[src/rtl/ram_arbiter_if.sv]
// rtl/ram_arbiter_if.sv - request/response and RAM-port bundle for ram_arbiter
interface ram_arbiter_if #(
    parameter int ADDR_W = 30,
    parameter int DATA_W = 32
);
    logic              m0_re;
    logic              m0_we;
    logic [ADDR_W-1:0] m0_addr;
    logic [DATA_W-1:0] m0_wdata;
    logic              m0_gnt;
    logic              m0_rvalid;
    logic [DATA_W-1:0] m0_rdata;

    logic              m1_re;
    logic              m1_we;
    logic [ADDR_W-1:0] m1_addr;
    logic [DATA_W-1:0] m1_wdata;
    logic              m1_gnt;
    logic              m1_rvalid;
    logic [DATA_W-1:0] m1_rdata;
    logic              m1_lock;

    logic [ADDR_W-1:0] ram_addr;
    logic [DATA_W-1:0] ram_wdata;
    logic              ram_re;
    logic              ram_we;
    logic [DATA_W-1:0] ram_rdata;

    modport slave (
        input  m0_re, m0_we, m0_addr, m0_wdata,
        output m0_gnt, m0_rvalid, m0_rdata,
        input  m1_re, m1_we, m1_addr, m1_wdata, m1_lock,
        output m1_gnt, m1_rvalid, m1_rdata,
        output ram_addr, ram_wdata, ram_re, ram_we,
        input  ram_rdata
    );

    modport master (
        output m0_re, m0_we, m0_addr, m0_wdata,
        input  m0_gnt, m0_rvalid, m0_rdata,
        output m1_re, m1_we, m1_addr, m1_wdata, m1_lock,
        input  m1_gnt, m1_rvalid, m1_rdata,
        input  ram_addr, ram_wdata, ram_re, ram_we,
        output ram_rdata
    );
endinterface

[src/rtl/ram_arbiter.sv]
// rtl/ram_arbiter.sv - two-master single-port RAM arbiter with lock and read-return routing
// Optional RAM_ARB_ROUND_ROBIN_EN: round-robin conflict resolution instead of fixed priority.
module ram_arbiter #(
    parameter int ADDR_W   = 30,
    parameter int DATA_W   = 32,
    parameter int MAX_WAIT = 4
) (
    input logic          clk,
    input logic          rst_n,
    ram_arbiter_if.slave bus
);
    typedef enum logic {OPEN, LOCKED} lock_state_t;
    typedef enum logic [1:0] {TAG_NONE, TAG_M0, TAG_M1} rd_tag_t;

    localparam logic [4:0] LOCK_LAST = 5'(MAX_WAIT + 3);

    lock_state_t state, state_nxt;
    rd_tag_t     rd_tag, rd_tag_nxt;
    logic [4:0]  lock_cnt, lock_cnt_nxt;
    logic        force_m0, force_m0_nxt;
    logic        req0, req1, gnt0, gnt1, rd0, rd1, conflict_m1;

    // Requests are masked during reset so every output is quiet while rst_n is low.
    assign req0 = rst_n & (bus.m0_re | bus.m0_we);
    assign req1 = rst_n & (bus.m1_re | bus.m1_we);

`ifdef RAM_ARB_ROUND_ROBIN_EN
    logic rr_m1;
    assign conflict_m1 = rr_m1;

    always_ff @(posedge clk or negedge rst_n) begin
        if (!rst_n) begin
            rr_m1 <= 1'b0;
        end else if (req0 && req1 && state == OPEN) begin
            rr_m1 <= gnt0;
        end
    end
`else
    localparam logic [3:0] MAX_WAIT_L = 4'(MAX_WAIT);
    logic [3:0] wait_cnt;
    assign conflict_m1 = (wait_cnt >= MAX_WAIT_L);

    always_ff @(posedge clk or negedge rst_n) begin
        if (!rst_n) begin
            wait_cnt <= 4'd0;
        end else if (req1 && !gnt1) begin
            wait_cnt <= (wait_cnt == 4'hF) ? wait_cnt : wait_cnt + 4'd1;
        end else begin
            wait_cnt <= 4'd0;
        end
    end
`endif

    always_comb begin
        state_nxt    = state;
        lock_cnt_nxt = lock_cnt;
        force_m0_nxt = force_m0;
        gnt0         = 1'b0;
        gnt1         = 1'b0;
        case (state)
            OPEN: begin
                if (req0 && req1) begin
                    if (force_m0 || !conflict_m1) gnt0 = 1'b1;
                    else                          gnt1 = 1'b1;
                    force_m0_nxt = 1'b0;
                end else begin
                    gnt0 = req0;
                    gnt1 = req1;
                end
                if (gnt1 && bus.m1_lock) begin
                    state_nxt    = LOCKED;
                    lock_cnt_nxt = 5'd0;
                end
            end
            default: begin
                gnt1 = req1;
                if (!bus.m1_lock || !req1) begin
                    state_nxt = OPEN;
                end else if (lock_cnt == LOCK_LAST) begin
                    // Lock held too long: reopen and let master 0 win the next conflict.
                    state_nxt    = OPEN;
                    force_m0_nxt = 1'b1;
                end else begin
                    lock_cnt_nxt = lock_cnt + 5'd1;
                end
            end
        endcase
    end

    // A simultaneous re/we is served as a write, so it never produces read data.
    assign rd0        = gnt0 & bus.m0_re & ~bus.m0_we;
    assign rd1        = gnt1 & bus.m1_re & ~bus.m1_we;
    assign rd_tag_nxt = rd0 ? TAG_M0 : (rd1 ? TAG_M1 : TAG_NONE);

    always_ff @(posedge clk or negedge rst_n) begin
        if (!rst_n) begin
            state    <= OPEN;
            lock_cnt <= 5'd0;
            force_m0 <= 1'b0;
            rd_tag   <= TAG_NONE;
        end else begin
            state    <= state_nxt;
            lock_cnt <= lock_cnt_nxt;
            force_m0 <= force_m0_nxt;
            rd_tag   <= rd_tag_nxt;
        end
    end

    assign bus.m0_gnt    = gnt0;
    assign bus.m1_gnt    = gnt1;
    assign bus.ram_re    = rd0 | rd1;
    assign bus.ram_we    = (gnt0 & bus.m0_we) | (gnt1 & bus.m1_we);
    assign bus.ram_addr  = gnt0 ? bus.m0_addr  : (gnt1 ? bus.m1_addr  : {ADDR_W{1'b0}});
    assign bus.ram_wdata = gnt0 ? bus.m0_wdata : (gnt1 ? bus.m1_wdata : {DATA_W{1'b0}});

    assign bus.m0_rvalid = (rd_tag == TAG_M0);
    assign bus.m1_rvalid = (rd_tag == TAG_M1);
    assign bus.m0_rdata  = bus.m0_rvalid ? bus.ram_rdata : {DATA_W{1'b0}};
    assign bus.m1_rdata  = bus.m1_rvalid ? bus.ram_rdata : {DATA_W{1'b0}};
endmodule

[src/flat_wrapper.sv]
// flat-port wrapper written by rule: the top's interface ports become plain ports
module ram_arbiter_flat 
#(
    parameter int ADDR_W   = 30,
    parameter int DATA_W   = 32,
    parameter int MAX_WAIT = 4
)
  (clk, rst_n, bus_m0_re, bus_m0_we, bus_m0_addr, bus_m0_wdata, bus_m0_gnt, bus_m0_rvalid, bus_m0_rdata, bus_m1_re, bus_m1_we, bus_m1_addr, bus_m1_wdata, bus_m1_lock, bus_m1_gnt, bus_m1_rvalid, bus_m1_rdata, bus_ram_addr, bus_ram_wdata, bus_ram_re, bus_ram_we, bus_ram_rdata);
  ram_arbiter_if #(.ADDR_W(ADDR_W), .DATA_W(DATA_W)) bus_i ();
  input logic clk;
  input logic rst_n;
  input wire logic [$bits(bus_i.m0_re)-1:0] bus_m0_re;
  input wire logic [$bits(bus_i.m0_we)-1:0] bus_m0_we;
  input wire logic [$bits(bus_i.m0_addr)-1:0] bus_m0_addr;
  input wire logic [$bits(bus_i.m0_wdata)-1:0] bus_m0_wdata;
  output wire logic [$bits(bus_i.m0_gnt)-1:0] bus_m0_gnt;
  output wire logic [$bits(bus_i.m0_rvalid)-1:0] bus_m0_rvalid;
  output wire logic [$bits(bus_i.m0_rdata)-1:0] bus_m0_rdata;
  input wire logic [$bits(bus_i.m1_re)-1:0] bus_m1_re;
  input wire logic [$bits(bus_i.m1_we)-1:0] bus_m1_we;
  input wire logic [$bits(bus_i.m1_addr)-1:0] bus_m1_addr;
  input wire logic [$bits(bus_i.m1_wdata)-1:0] bus_m1_wdata;
  input wire logic [$bits(bus_i.m1_lock)-1:0] bus_m1_lock;
  output wire logic [$bits(bus_i.m1_gnt)-1:0] bus_m1_gnt;
  output wire logic [$bits(bus_i.m1_rvalid)-1:0] bus_m1_rvalid;
  output wire logic [$bits(bus_i.m1_rdata)-1:0] bus_m1_rdata;
  output wire logic [$bits(bus_i.ram_addr)-1:0] bus_ram_addr;
  output wire logic [$bits(bus_i.ram_wdata)-1:0] bus_ram_wdata;
  output wire logic [$bits(bus_i.ram_re)-1:0] bus_ram_re;
  output wire logic [$bits(bus_i.ram_we)-1:0] bus_ram_we;
  input wire logic [$bits(bus_i.ram_rdata)-1:0] bus_ram_rdata;
  assign bus_i.m0_re = bus_m0_re;
  assign bus_i.m0_we = bus_m0_we;
  assign bus_i.m0_addr = bus_m0_addr;
  assign bus_i.m0_wdata = bus_m0_wdata;
  assign bus_m0_gnt = bus_i.m0_gnt;
  assign bus_m0_rvalid = bus_i.m0_rvalid;
  assign bus_m0_rdata = bus_i.m0_rdata;
  assign bus_i.m1_re = bus_m1_re;
  assign bus_i.m1_we = bus_m1_we;
  assign bus_i.m1_addr = bus_m1_addr;
  assign bus_i.m1_wdata = bus_m1_wdata;
  assign bus_i.m1_lock = bus_m1_lock;
  assign bus_m1_gnt = bus_i.m1_gnt;
  assign bus_m1_rvalid = bus_i.m1_rvalid;
  assign bus_m1_rdata = bus_i.m1_rdata;
  assign bus_ram_addr = bus_i.ram_addr;
  assign bus_ram_wdata = bus_i.ram_wdata;
  assign bus_ram_re = bus_i.ram_re;
  assign bus_ram_we = bus_i.ram_we;
  assign bus_i.ram_rdata = bus_ram_rdata;
  ram_arbiter #(.ADDR_W(ADDR_W), .DATA_W(DATA_W), .MAX_WAIT(MAX_WAIT)) u_core (.clk(clk), .rst_n(rst_n), .bus(bus_i));
endmodule
[config.mk]
export PLATFORM = sky130hd
export DESIGN_NAME = ram_arbiter_flat
export DESIGN_NICKNAME = d
export VERILOG_FILES = /design/src/rtl/ram_arbiter_if.sv /design/src/rtl/ram_arbiter.sv /design/src/flat_wrapper.sv
export SDC_FILE = /design/constraint.sdc
export NUM_CORES = 1
export LEC_CHECK = 0
export ABC_AREA = 1
export CELL_PAD_IN_SITES_DETAIL_PLACEMENT = 0
export CELL_PAD_IN_SITES_GLOBAL_PLACEMENT = 2
export CORE_MARGIN = 2
export CORE_UTILIZATION = 10
export DETAILED_ROUTE_END_ITERATION = 10
export PLACE_DENSITY = 0.93
export SKIP_LAST_GASP = 1
export SYNTH_ARGS = -nofsm -noshare
export SYNTH_HDL_FRONTEND = slang
export SYNTH_SLANG_ARGS = --single-unit
[constraint.sdc]
create_clock -name clk -period 2.4 [get_ports clk]
set_input_delay 0.72 -clock clk [delete_from_list [all_inputs] [get_ports clk]]
set_output_delay 0.72 -clock clk [all_outputs]
set_load 0.02 [all_outputs]
==> results.py <==
metrics = {
    "outcome": {
        "outcome": "finished with violations",
        "violations": "negative setup slack",
    },
    "detailed_routing": {
        "ant_nets": 0,
        "drt-initial-drc-count": 70,
        "wirelength_um": 14550,
        "num_vias": 3939,
        "first_pass_iters": 4,
        "routedWlPerCell_um": 14.33,
        "drcViolationCount": 0,
        "vias_per_cell": 3.881,
    },
    "sta": {
        "setup_viol": 63,
        "skew_ns": 0.001421,
        "fin_crit_sh": 1.066,
        "slew_headroom": 0.8233,
        "period_needed_ns": 2.558,
        "rsz0062_at_grt": "yes",
        "fmax_mhz": 390.9,
        "tightest_slew_ns": 0.2642,
        "hold_viol": 0,
        "setup_slack_ns": -0.1581,
        "drv_slew": 0,
    },
    "pwr": {
        "switchingPower_uw": 767.3,
        "internal_power_mw": 1.235,
        "pwr-share-clk": 0.156,
        "p_leak_nw": 3.448,
        "seq_power_share": 0.117,
        "switching_share": 0.3833,
        "p_comb_frac": 0.726,
        "ir_worst_vdd_mv": 0.1432,
        "finalPower_mw": 2.002,
        "p_per_area_nw_per_um2": 277.7,
    },
    "worst_setup_path": {
        "path_max_fanout": 7,
        "ff2ff_path_depth": 11,
        "rrSetupSlack_ns": 0.70,
        "arrival_ns": 1.84,
        "r2r-end": "u_core.lock_cnt[4]",
        "startpoint": "rst_n",
        "worstReg2RegStart": "u_core.state",
        "crit_end": "bus_ram_wdata[17]",
        "criticalPathCategory": "in -> out",
        "cp.required_ns": 1.68,
        "worst_setup_path_end_kind": "output pin",
        "worst_setup_path_start_kind": "input port",
    },
    "final_layout": {
        "antennaDiodeCount": 0,
        "final_util": 0.3574,
        "seq_area_um2": 325.3,
        "multi_input_comb_area_um2": 2360,
        "fillCellCount": 2038,
        "syn_to_final_growth_pct": 251.8,
        "drive_gt1_frac": 0.4617,
        "nets": 911,
    },
    "flow_run": {
        "maxCapViolations": 0,
    },
    "global_route": {
        "grt_overflow": 0,
        "grt_pass1_wl_um": 21250,
        "grt_pass1_vias": 4086,
        "met1_usage": 0.1418,
        "antenna_found_initial": 0,
        "grt_max_degree": 34,
        "grt_usage": 0.1235,
        "grt_util_met2": 0.2390,
        "grt.busiest_layer": "met2",
        "met3_usage": 0.02360,
    },
    "synthesis": {
        "syn_area_per_cell_um2": 5.036,
        "yosys_warnings": 0,
        "synth_common_cells": "147 x nand2_1, 74 x nand3_1, 74 x nor2_1, 45 x inv_1, 13 x dfrtp_1",
        "synthTopCellsByArea": "nand2_1 27%, nand3_1 18%, dfrtp_1 16%, nor2_1 14%, inv_1 8.2%",
        "yosys.cell_count.top_type": "nand2_1",
        "synth_top_area_cell": "nand2_1",
        "ys_seq_area_frac": 0.1587,
        "ys_ff_latch": 13,
        "synthArstFlopShare": 1.000,
        "synth_area_um2": 2049,
        "ys_types": 23,
        "synthesis.nets": 572,
        "synth_edf_count": 0,
        "ys.flop_type": "dfrtp_1",
        "synthCells": 407,
        "yosysTopAreaCellShare": 0.2692,
    },
    "cts": {
        "cts_max_level": 1,
        "numCtsBuffers": 3,
        "insertion_delay_ns": 0.24,
        "cts_tree": "yes",
        "cts_num_sinks": 13,
        "path_clk_slew_ns": 0.04,
        "cts_root_buf": "clkbuf_16",
        "cts.path.max_buffers": 2,
    },
    "min_path": {
        "hp-class": "in -> async",
    },
    "die": {
        "core.rowCount": 52,
        "die_x_um": 147.2,
        "dieArea_um2": 21660,
        "die_h_um": 147.2,
        "core_area_um2": 20170,
        "initial_core_util": 0.1016,
        "io-pin-count": 295,
    },
    "placement": {
        "dp.final_hpwl_um": 9593,
        "portBuffers": 294,
        "gp_congestion": 0.7109,
    },
}
==> layer usage <==
| metal | wire (um) | share of wire |
|---|---|---|
| met1 | 5577 | 0.38 |
| met2 | 7638 | 0.52 |
| met3 | 1155 | 0.079 |
| met4 | 178 | 0.012 |
| met5 | 0 | 0 |
==> cell families (layout without fill, tap and decap cells) <==
kind of cell,Yosys count,in the layout,synth area share
compound gates,7,7,0.01954
buf+inv,75,413,0.1697
flops,13,13,0.1587
xor+xnor,4,4,0.01710
fa+ha+maj,2,2,0.01221
simple gates,306,306,0.6227
==> worst min path at each step <==
stage | cells after the start | slack [ns] | to
final | 3 | 0.47 | u_core.state
after global routing | 3 | 0.47 | u_core.lock_cnt[0]
after CTS | 3 | 0.49 | u_core.state
after detailed placement | 2 | 0.48 | u_core.force_m0
after global placement | 2 | 0.48 | u_core.force_m0
after floorplan | 0 | 0.42 | u_core.force_m0
==> final cells by class <==
type / instances / area share
clock buffer: 4 / 0.01093
inverter: 47 / 0.02725
multi-input combinational: 319 / 0.3273
sequential: 13 / 0.04512
tap: 270 / 0.04686
timing repair buffer: 362 / 0.5425
==> layout by cell type (no fill, tap or decap), types with 3 or more instances in the layout <==
cell	n
buf_8	10
clkdlybuf4s50_1	159
buf_6	79
buf_4	21
nand3_1	9
nand3_2	35
clkbuf_2	23
inv_2	3
nand2_1	53
buf_16	8
clkdlybuf4s15_1	27
inv_1	41
buf_2	4
clkbuf_16	3
nand3_4	30
xnor2_1	3
nor2_1	73
dfrtp_1	13
nand2_4	31
dlygate4sd2_1	11
buf_12	20
nand2_2	66
==> through the flow <==
| step | cells | worst slack (ns) | area [um2] | hold WS (ns) | TNS, ns |
|---|---|---|---|---|---|
| floorplan | 407 | 0.1247 | 2049 | 0.4244 | 0 |
| global placement | 980 | -1.098 | 5565 | 0.4767 | -83.60 |
| detailed placement | 980 | -1.079 | 5565 | 0.4820 | -82.75 |
| CTS | 1018 | -0.1909 | 6983 | 0.4893 | -7.972 |
| global route | 1015 | -0.2160 | 7209 | 0.4665 | -7.896 |
| finish | 1015 | -0.1581 | 7209 | 0.4651 | -5.009 |
==> sequential cells by signal (all words and copies together), names as in the netlist <==
register and count:
u_core.wait_cnt 4, u_core.rd_tag 2, u_core.force_m0 1, u_core.lock_cnt 5
u_core.state 1
==> power groups by stage <==
stage	sequential (mW)	clock (mW)	combinational [mW]
floorplan	0.236	0	0.397
global placement	0.238	0	1.04
detailed placement	0.238	0	1.04
CTS	0.234	0.324	1.41
global route	0.236	0.331	1.54
finish	0.235	0.313	1.45
==> worst max-delay path, cell delays in order <==
cell     delay, ns
buf_8         0.08
nand2_4       0.05
nor2_4        0.17
nand3_4       0.13
buf_12        0.18
buf_12        0.13
buf_8         0.13
nand3_2       0.06
nand2_2       0.06
buf_6         0.12
==> repair_timing <==
action,4_1_cts,5_1_grt
gates resized for setup,688,165
pin swaps,55,47
hold buffers,0,0
gates cloned,14,0
setup buffers,20,7
endpoints found under the setup margin,130,116
(Power assumes the default switching activity.)
